--- config.mk ---
export PLATFORM = sky130hd
export DESIGN_NAME = oam_dma_engine_flat
export DESIGN_NICKNAME = d
export VERILOG_FILES = /design/src/rtl/dma_types_pkg.sv /design/src/rtl/mmu_addresses_pkg.sv /design/src/rtl/oam_dma_engine_if.sv /design/src/rtl/oam_dma_engine.sv /design/src/flat_wrapper.sv
export SDC_FILE = /design/constraint.sdc
export NUM_CORES = 1
export LEC_CHECK = 0
export ABC_AREA = 0
export ABC_CLOCK_PERIOD_IN_PS = 4200
export CAP_MARGIN = 25
export CORE_MARGIN = 2
export CORE_UTILIZATION = 43
export DETAILED_ROUTE_END_ITERATION = 8
export GPL_TIMING_DRIVEN = 0
export PLACE_DENSITY = 0.89
export SETUP_SLACK_MARGIN = 0.05
export SYNTH_ARGS = -nofsm -noshare
export SYNTH_HDL_FRONTEND = slang
export SYNTH_SLANG_ARGS = --single-unit
--- constraint.sdc ---
create_clock -name clk -period 4.2 [get_ports clk]
set_input_delay 0.42 -clock clk [delete_from_list [all_inputs] [get_ports clk]]
set_output_delay 0.42 -clock clk [all_outputs]
set_load 0.005 [all_outputs]
--- src/rtl/dma_types_pkg.sv ---
// State encoding shared by the OAM DMA engine and anything that observes it.
package dma_types_pkg;

    typedef enum logic [1:0] {
        DMA_IDLE  = 2'd0,
        DMA_START = 2'd1,
        DMA_XFER  = 2'd2
    } dma_state_t;

endpackage

--- src/rtl/mmu_addresses_pkg.sv ---
// Memory-map constants shared by the MMU, PPU and DMA blocks.
package mmu_addresses_pkg;

    localparam logic [15:0] DMA_OAM_addr = 16'hFF46;
    localparam logic [15:0] OAM_start    = 16'hFE00;
    localparam int          OAM_len      = 160;

endpackage

--- src/rtl/oam_dma_engine_if.sv ---
// Bundle of CPU register bus, MMU source-read port and PPU OAM write port seen by the DMA engine.
interface oam_dma_engine_if;

    logic [15:0] bus_addr;
    logic [7:0]  bus_wdata;
    logic        bus_write_en;
    logic        bus_read_en;
    logic [7:0]  bus_rdata;

    logic        src_read_req;
    logic [15:0] src_addr;
    logic [7:0]  src_rdata;

    logic        oam_write_en;
    logic [7:0]  oam_addr;
    logic [7:0]  oam_wdata;

    logic        dma_active;

    modport master (
        input  bus_addr,
        input  bus_wdata,
        input  bus_write_en,
        input  bus_read_en,
        output bus_rdata,
        output src_read_req,
        output src_addr,
        input  src_rdata,
        output oam_write_en,
        output oam_addr,
        output oam_wdata,
        output dma_active
    );

    modport slave (
        output bus_addr,
        output bus_wdata,
        output bus_write_en,
        output bus_read_en,
        input  bus_rdata,
        input  src_read_req,
        input  src_addr,
        output src_rdata,
        input  oam_write_en,
        input  oam_addr,
        input  oam_wdata,
        input  dma_active
    );

endinterface

--- src/rtl/oam_dma_engine.sv ---
// OAM DMA initiator: register 0xFF46 starts a copy of one source page into OAM, one byte per M-cycle.
// Optional OAM_DMA_ECHO_REMAP_EN folds source pages E0-FF onto C0-DF (echo RAM -> WRAM).
module oam_dma_engine
    import mmu_addresses_pkg::*;
    import dma_types_pkg::*;
#(
    parameter int XFER_BYTES      = OAM_len,
    parameter int CYCLES_PER_BYTE = 4,
    parameter int START_DELAY     = 4
) (
    input  logic                clk,
    input  logic                reset,
    oam_dma_engine_if.master    dma
);

    localparam int PW = $clog2(CYCLES_PER_BYTE);
    localparam int DW = (START_DELAY > 1) ? $clog2(START_DELAY) : 1;

    localparam logic [1:0] ST_IDLE  = DMA_IDLE;
    localparam logic [1:0] ST_START = DMA_START;
    localparam logic [1:0] ST_XFER  = DMA_XFER;

    logic [1:0]    r_state;
    logic [7:0]    r_page;
    logic [7:0]    r_byte_idx;
    logic [PW-1:0] r_phase;
    logic [DW-1:0] r_delay;
    logic [7:0]    r_data;

    logic w_reg_write;
    logic w_delay_done;
    logic w_phase_last;
    logic w_byte_last;
    logic w_src_req;
    logic w_oam_we;

    function automatic logic [7:0] page_remap(input logic [7:0] page);
`ifdef OAM_DMA_ECHO_REMAP_EN
        return (page >= 8'hE0) ? (page - 8'h20) : page;
`else
        return page;
`endif
    endfunction

    assign w_reg_write  = dma.bus_write_en && (dma.bus_addr == DMA_OAM_addr);
    assign w_delay_done = (r_delay == DW'(START_DELAY - 1));
    assign w_phase_last = (r_phase == PW'(CYCLES_PER_BYTE - 1));
    assign w_byte_last  = (r_byte_idx == 8'(XFER_BYTES - 1));
    assign w_src_req    = (r_state == ST_XFER) && (r_phase == '0);
    assign w_oam_we     = (r_state == ST_XFER) && (r_phase == PW'(1));

    // A register write takes priority over every state, so a restart has no dead cycle.
    always_ff @(posedge clk or negedge reset) begin
        if (!reset) begin
            r_state    <= ST_IDLE;
            r_page     <= 8'h00;
            r_byte_idx <= 8'h00;
            r_phase    <= '0;
            r_delay    <= '0;
            r_data     <= 8'h00;
        end else begin
            if (w_reg_write) begin
                r_page     <= dma.bus_wdata;
                r_state    <= ST_START;
                r_byte_idx <= 8'h00;
                r_phase    <= '0;
                r_delay    <= '0;
            end else begin
                case (r_state)
                    ST_IDLE: begin
                    end
                    ST_START: begin
                        if (w_delay_done) begin
                            r_state <= ST_XFER;
                            r_delay <= '0;
                        end else begin
                            r_delay <= r_delay + DW'(1);
                        end
                    end
                    ST_XFER: begin
                        if (w_phase_last) begin
                            r_phase <= '0;
                            if (w_byte_last) begin
                                r_state    <= ST_IDLE;
                                r_byte_idx <= 8'h00;
                            end else begin
                                r_byte_idx <= r_byte_idx + 8'd1;
                            end
                        end else begin
                            r_phase <= r_phase + PW'(1);
                        end
                    end
                    default: begin
                        r_state <= ST_IDLE;
                    end
                endcase
            end

            // Source data is captured on the read edge regardless of a coincident restart.
            if (w_src_req) begin
                r_data <= dma.src_rdata;
            end
        end
    end

    assign dma.bus_rdata    = (dma.bus_read_en && (dma.bus_addr == DMA_OAM_addr)) ? r_page : 8'hFF;
    assign dma.src_read_req = w_src_req;
    assign dma.src_addr     = {page_remap(r_page), r_byte_idx};
    assign dma.oam_write_en = w_oam_we;
    assign dma.oam_addr     = r_byte_idx;
    assign dma.oam_wdata    = r_data;
    assign dma.dma_active   = (r_state != ST_IDLE);

endmodule

--- src/flat_wrapper.sv ---
// flat-port wrapper written by rule: the top's interface ports become plain ports
module oam_dma_engine_flat import mmu_addresses_pkg::*; import dma_types_pkg::*;
#(
    parameter int XFER_BYTES      = OAM_len,
    parameter int CYCLES_PER_BYTE = 4,
    parameter int START_DELAY     = 4
)
  (clk, reset, dma_bus_addr, dma_bus_wdata, dma_bus_write_en, dma_bus_read_en, dma_bus_rdata, dma_src_read_req, dma_src_addr, dma_src_rdata, dma_oam_write_en, dma_oam_addr, dma_oam_wdata, dma_dma_active);
  oam_dma_engine_if dma_i ();
  input  logic clk;
  input  logic reset;
  input wire logic [$bits(dma_i.bus_addr)-1:0] dma_bus_addr;
  input wire logic [$bits(dma_i.bus_wdata)-1:0] dma_bus_wdata;
  input wire logic [$bits(dma_i.bus_write_en)-1:0] dma_bus_write_en;
  input wire logic [$bits(dma_i.bus_read_en)-1:0] dma_bus_read_en;
  output wire logic [$bits(dma_i.bus_rdata)-1:0] dma_bus_rdata;
  output wire logic [$bits(dma_i.src_read_req)-1:0] dma_src_read_req;
  output wire logic [$bits(dma_i.src_addr)-1:0] dma_src_addr;
  input wire logic [$bits(dma_i.src_rdata)-1:0] dma_src_rdata;
  output wire logic [$bits(dma_i.oam_write_en)-1:0] dma_oam_write_en;
  output wire logic [$bits(dma_i.oam_addr)-1:0] dma_oam_addr;
  output wire logic [$bits(dma_i.oam_wdata)-1:0] dma_oam_wdata;
  output wire logic [$bits(dma_i.dma_active)-1:0] dma_dma_active;
  assign dma_i.bus_addr = dma_bus_addr;
  assign dma_i.bus_wdata = dma_bus_wdata;
  assign dma_i.bus_write_en = dma_bus_write_en;
  assign dma_i.bus_read_en = dma_bus_read_en;
  assign dma_bus_rdata = dma_i.bus_rdata;
  assign dma_src_read_req = dma_i.src_read_req;
  assign dma_src_addr = dma_i.src_addr;
  assign dma_i.src_rdata = dma_src_rdata;
  assign dma_oam_write_en = dma_i.oam_write_en;
  assign dma_oam_addr = dma_i.oam_addr;
  assign dma_oam_wdata = dma_i.oam_wdata;
  assign dma_dma_active = dma_i.dma_active;
  oam_dma_engine #(.XFER_BYTES(XFER_BYTES), .CYCLES_PER_BYTE(CYCLES_PER_BYTE), .START_DELAY(START_DELAY)) u_core (.clk(clk), .reset(reset), .dma(dma_i));
endmodule
==> After elaboration in Yosys (flattened, before gate mapping) <==
Cells that the tools add are included.
{ "word_totals": {"ram_bits": 0, "mem_bits_ro": 0, "in_bits": 36, "ff_bits": 30, "latchBits": 0, "out_inout_bits": 43, "elab_cells": 48, "mem_count": 0} }
{ "op_classes": {"magnitude_cmp": 0, "bitwise_logic": 0, "n_shift": 0, "div": 0, "mux": 16, "n_eq_ne": 11, "multipliers": 0, "add_sub_neg": 3, "reduce_logical": 12} }
{ "ops": {"columns": ["operator", "count"], "rows": [
  ["8-bit 2-to-1 mux", 5],
  ["2-bit 2-to-1 mux", 10],
  ["16-bit == test, second input constant", 1],
  ["3-bit by 1-bit != test with 1-bit output, second input constant", 3],
  ["8-bit by 1-bit adder with 8-bit output, second input constant", 1],
  ["8-bit == test, second input constant", 1],
  ["2-bit nonzero test", 4],
  ["2-bit == test, second input constant", 3],
  ["2-bit case mux with 3 select lines", 1],
  ["2-bit by 1-bit adder with 2-bit output, second input constant", 2],
  ["2-bit by 1-bit == test with 1-bit output, second input constant", 2],
  ["1-bit logical AND", 4],
  ["2-bit logical NOT", 2],
  ["4-bit AND reduction", 1],
  ["2-bit by 1-bit != test with 1-bit output, second input constant", 1],
  ["2-bit AND reduction", 1]
]} }

==> Depth between registers and ports, before layout <==
{ "logic_depth": {"depth_word": 5, "depth_mapped": 6, "depth_no_buf": 5} }

==> Worst setup path before layout <==
Ideal clock, no wire load.
{ "synth_timing": {"kind": "input -> output", "from": "input port dma_bus_addr[5]", "to": "output port dma_bus_rdata[0]", "path_buffers": 0, "stages": 4, "setup_slack_ns": 2.097, "required_ns": 3.780, "t_arrival_ns": 1.683, "path_cell_list": "or4b_1 > nor4_2 > nand2_1 > or2_2"} }
{ "synth_between": {"elab_chain_cells": 3} }
{ "synth_rtl": {"columns": ["item", "line_no", "source"], "rows": [
  ["start, declared", "flat_wrapper.sv:12", "input wire logic [$bits(dma_i.bus_addr)-1:0] dma_bus_addr;"],
  ["16-bit == test", "oam_dma_engine.sv:106", "assign dma.bus_rdata = (dma.bus_read_en && (dma.bus_addr == DMA_OAM_addr)) ? r_page : 8'hFF;"],
  ["1-bit logical AND", "oam_dma_engine.sv:106", null],
  ["8-bit 2-to-1 mux", "oam_dma_engine.sv:106", null],
  ["end, declared", "flat_wrapper.sv:16", "output wire logic [$bits(dma_i.bus_rdata)-1:0] dma_bus_rdata;"]
]} }
Every way passes these cells.

==> Worst setup path after layout <==
{ "layout_timing": {"from": "input port dma_bus_addr[5]", "to": "output port dma_bus_rdata[3]"} }
Same word-level chain as after synthesis.

==> results.ini <==
[power_and_ir_drop]
ir_drop_uv = 152
power-per-cell-area_nw_per_um2 = 218
pwr-share-comb_pct = 12.6
internal_power_mw = 0.424
p_sw_share_pct = 21.2
p_leak_nw = 1.05
p_sw_mw = 0.114
pwr-share-clk_pct = 32.0
total_power_mw = 0.539
seq_power_share_pct = 55.4

[detailed_routing]
finalWirelength_um = 3420
initialDrtViolationCount = 55
ant_nets = 0
wl_per_cell_um = 12.7
first_pass_iters = 4
drc = 0
vias_per_cell = 4.88
dr_total_vias = 1317

[placement]
dpl_cell_area_um2 = 2410
port_buffers = 78
post-dp-hpwl_um = 2760
gp_congestion = 0.796

[cells_and_area]
fin_nets = 264
drive_above_1_share_pct = 20.1
design_area_um2 = 2470
antenna_cells = 0
area_delta_synth_final_pct = 60.1

[timing]
slew_headroom_pct = 52.3
setup_viol = 0
rsz0062_at_grt = false
worst_pin_slew_ps = 713
hold_violations = 0
period_share_pct = 72.5
timing.fmax_ghz = 0.328
period_minus_slack_ps = 3050
tns_ps = 0
skew_ps = 14.9
slew_viol_final = 0

[setup_path]
worst_setup_path_end_kind = primary output
critPathSlowestCell = or4b_1
cp.arrival_ps = 2630
r2r-start = u_core.dma.oam_addr[0]$_DFFE_PN0P_
crit_family = simple AND/OR/NAND/NOR gates
crit_fanout = 8
max_stage_delay_ps = 530
path_buf_inv = 2
critPathMostFrequentCell = clkdlybuf4s50_1
startpoint = dma_bus_addr[5]
worstPathRequired_ps = 3780
criticalPathCategory = primary input to primary output
crit_chain = clkdlybuf4s50_1, or4b_1, nor4_2, nand2_1, or2_2, clkdlybuf4s50_1
cp-start-kind = primary input

[floorplanning]
die_x_um = 63.9
start_util_pct = 45.4
die-height_um = 63.9
ioPinCount = 79
dieArea_um2 = 4080
coreArea_um2 = 3390
rows = 21

[clocking]
clk_latency_ps = 320
clkTransAtPathRegs_ps = 90
cts.htree.levels = 2
cts.path.max_buffers = 2
cts_tree = yes
hold_buffers = 0
cts_buffers = 5
cts.sinks = 30
cts-resized-gates = 0
postCtsSetupBuffers = 0
cts-root-buf = clkbuf_4

[grt]
grt_max_degree = 18
grt_pass1_wl_um = 5890
antenna_found_initial = 0
grt_pass1_vias = 1361
grt_usage_pct = 18.6
overflow = 0

[min_path]
holdCritPathClass = flip-flop to flip-flop
min_from = u_core.dma.oam_wdata[3]$_DFFE_PN0P_

[synthesis]
synth_cells = 137
synth-seq-area-share_pct = 48.7
synth-seq-cells = 30
ys_warn_count = 0
syn_nets = 178
yosys.area.top_type = dfrtp_1
synth_cell_types = 33
syn_avg_cell_area_um2 = 11.2
netlist_area_um2 = 1540
synth_top_area_share_pct = 48.7
synthTopCellsByArea = dfrtp_1, mux2_2, mux2_4

[outcome]
status = finished, final reports clean

[flow_run]
maxCapViolations = 0

layout make-up:
| type | count | area [µm²] |
|---|---|---|
| Timing Repair Buffer | 79 | 808 |
| Inverter | 4 | 15.0 |
| Sequential cell | 30 | 751 |
| Multi-Input combinational cell | 92 | 677 |
| Clock buffer | 7 | 55.1 |
| Clock inverter | 1 | 5.00 |
| Buffer | 11 | 97.6 |
| Tap cell | 46 | 57.6 |
| Fill cell | 252 | 923 |
kinds of logic after synthesis:
group           synth area share [%]
fa+ha+maj                       4.06
mux                             13.6
simple gates                    19.3
flops                           48.7
xor+xnor                        1.71
buf+inv                         7.31
compound gates                  5.28
synthesized netlist by cell type, drive strengths merged:
cell type	number
inv	4
clkbuf	2
nand3b	2
nor4	1
a311oi	1
buf	9
mux2	16
and3b	1
a211oi	1
nor3	2
mux2i	1
a21oi	8
nor2	15
nand4bb	2
o31ai	1
nand2	8
or2	9
nand3	3
or4b	1
o21bai	1
ha	5
o21ai	2
and4	1
nand2b	1
dfrtp	30
nand4	4
xor2	3
and2	2
nor2b	1
final timing paths:
path | slack (ps) | cells past startpoint | end
max | 1150 | 6 | dma_bus_rdata[3]
min | 510 | 1 | u_core.dma.oam_wdata[3]$_DFFE_PN0P_
max reg2reg | 2530 | 5 | u_core.dma.oam_addr[7]$_DFFE_PN0P_
min reg2reg | 510 | 1 | u_core.dma.oam_wdata[3]$_DFFE_PN0P_
max in group asynchronous | 3140 | 2 | u_core.r_delay[1]$_DFFE_PN0P_
min in group asynchronous | 520 | 1 | u_core.dma.oam_addr[1]$_DFFE_PN0P_
stage by stage:
step | setup WS [ps] | utilization, % | hold WS [ps] | instances
global placement | 1140 | 70.2 | 487 | 261
detailed placement | 1100 | 71.0 | 498 | 262
floorplan | 2100 | - | 124 | 137
CTS | 1100 | 72.8 | 516 | 270
global route | 1010 | 72.8 | 527 | 270
finish | 1150 | 72.8 | 511 | 270
routing by layer:
| layer | track usage [%] | wire length [µm] | vias to the layer above |
|---|---|---|---|
| met5 | 0 | 0 | - |
| met4 | 8.97 | 82 | 0 |
| met3 | 5.99 | 224 | 6 |
| met2 | 31.3 | 1730 | 59 |
| met1 | 21.4 | 1390 | 613 |
| li1 | - | - | 639 |
registers in the layout (all words and copies together), names as in the netlist:
name	cells
u_core.dma.oam_addr	8
u_core.r_state	2
u_core.r_page	8
u_core.dma.oam_wdata	8
u_core.r_phase	2
u_core.r_delay	2
placed cells by master (no fill, tap or decap), types with 2 or more instances in the layout:
cell type        netlist  layout
nor3_1                 2       2
mux2_2                11      11
clkbuf_4               0       5
xor2_1                 3       3
or2_2                  9       9
mux2_4                 5       5
dfrtp_1               30      30
nand4_1                4       4
buf_4                  8       8
nand2_1                8       8
nand4bb_1              2       2
clkbuf_1               1       2
a21oi_1                8       8
ha_1                   5       5
clkdlybuf4s50_1        0      78
nor2_1                15      15
o21ai_0                2       2
nand3b_1               2       2
nand3_1                3       3
inv_1                  4       4
clkbuf_8               1       2
power by group through the flow:
stage	registers [mW]	logic, mW	clock network, mW
final	0.298	0.0678	0.173
after global routing	0.299	0.0739	0.195
after CTS	0.298	0.0689	0.180
after detailed placement	0.304	0.0687	0
after global placement	0.304	0.0640	0
after floorplan	0.304	0.0121	0
(Power assumes the default switching activity.)
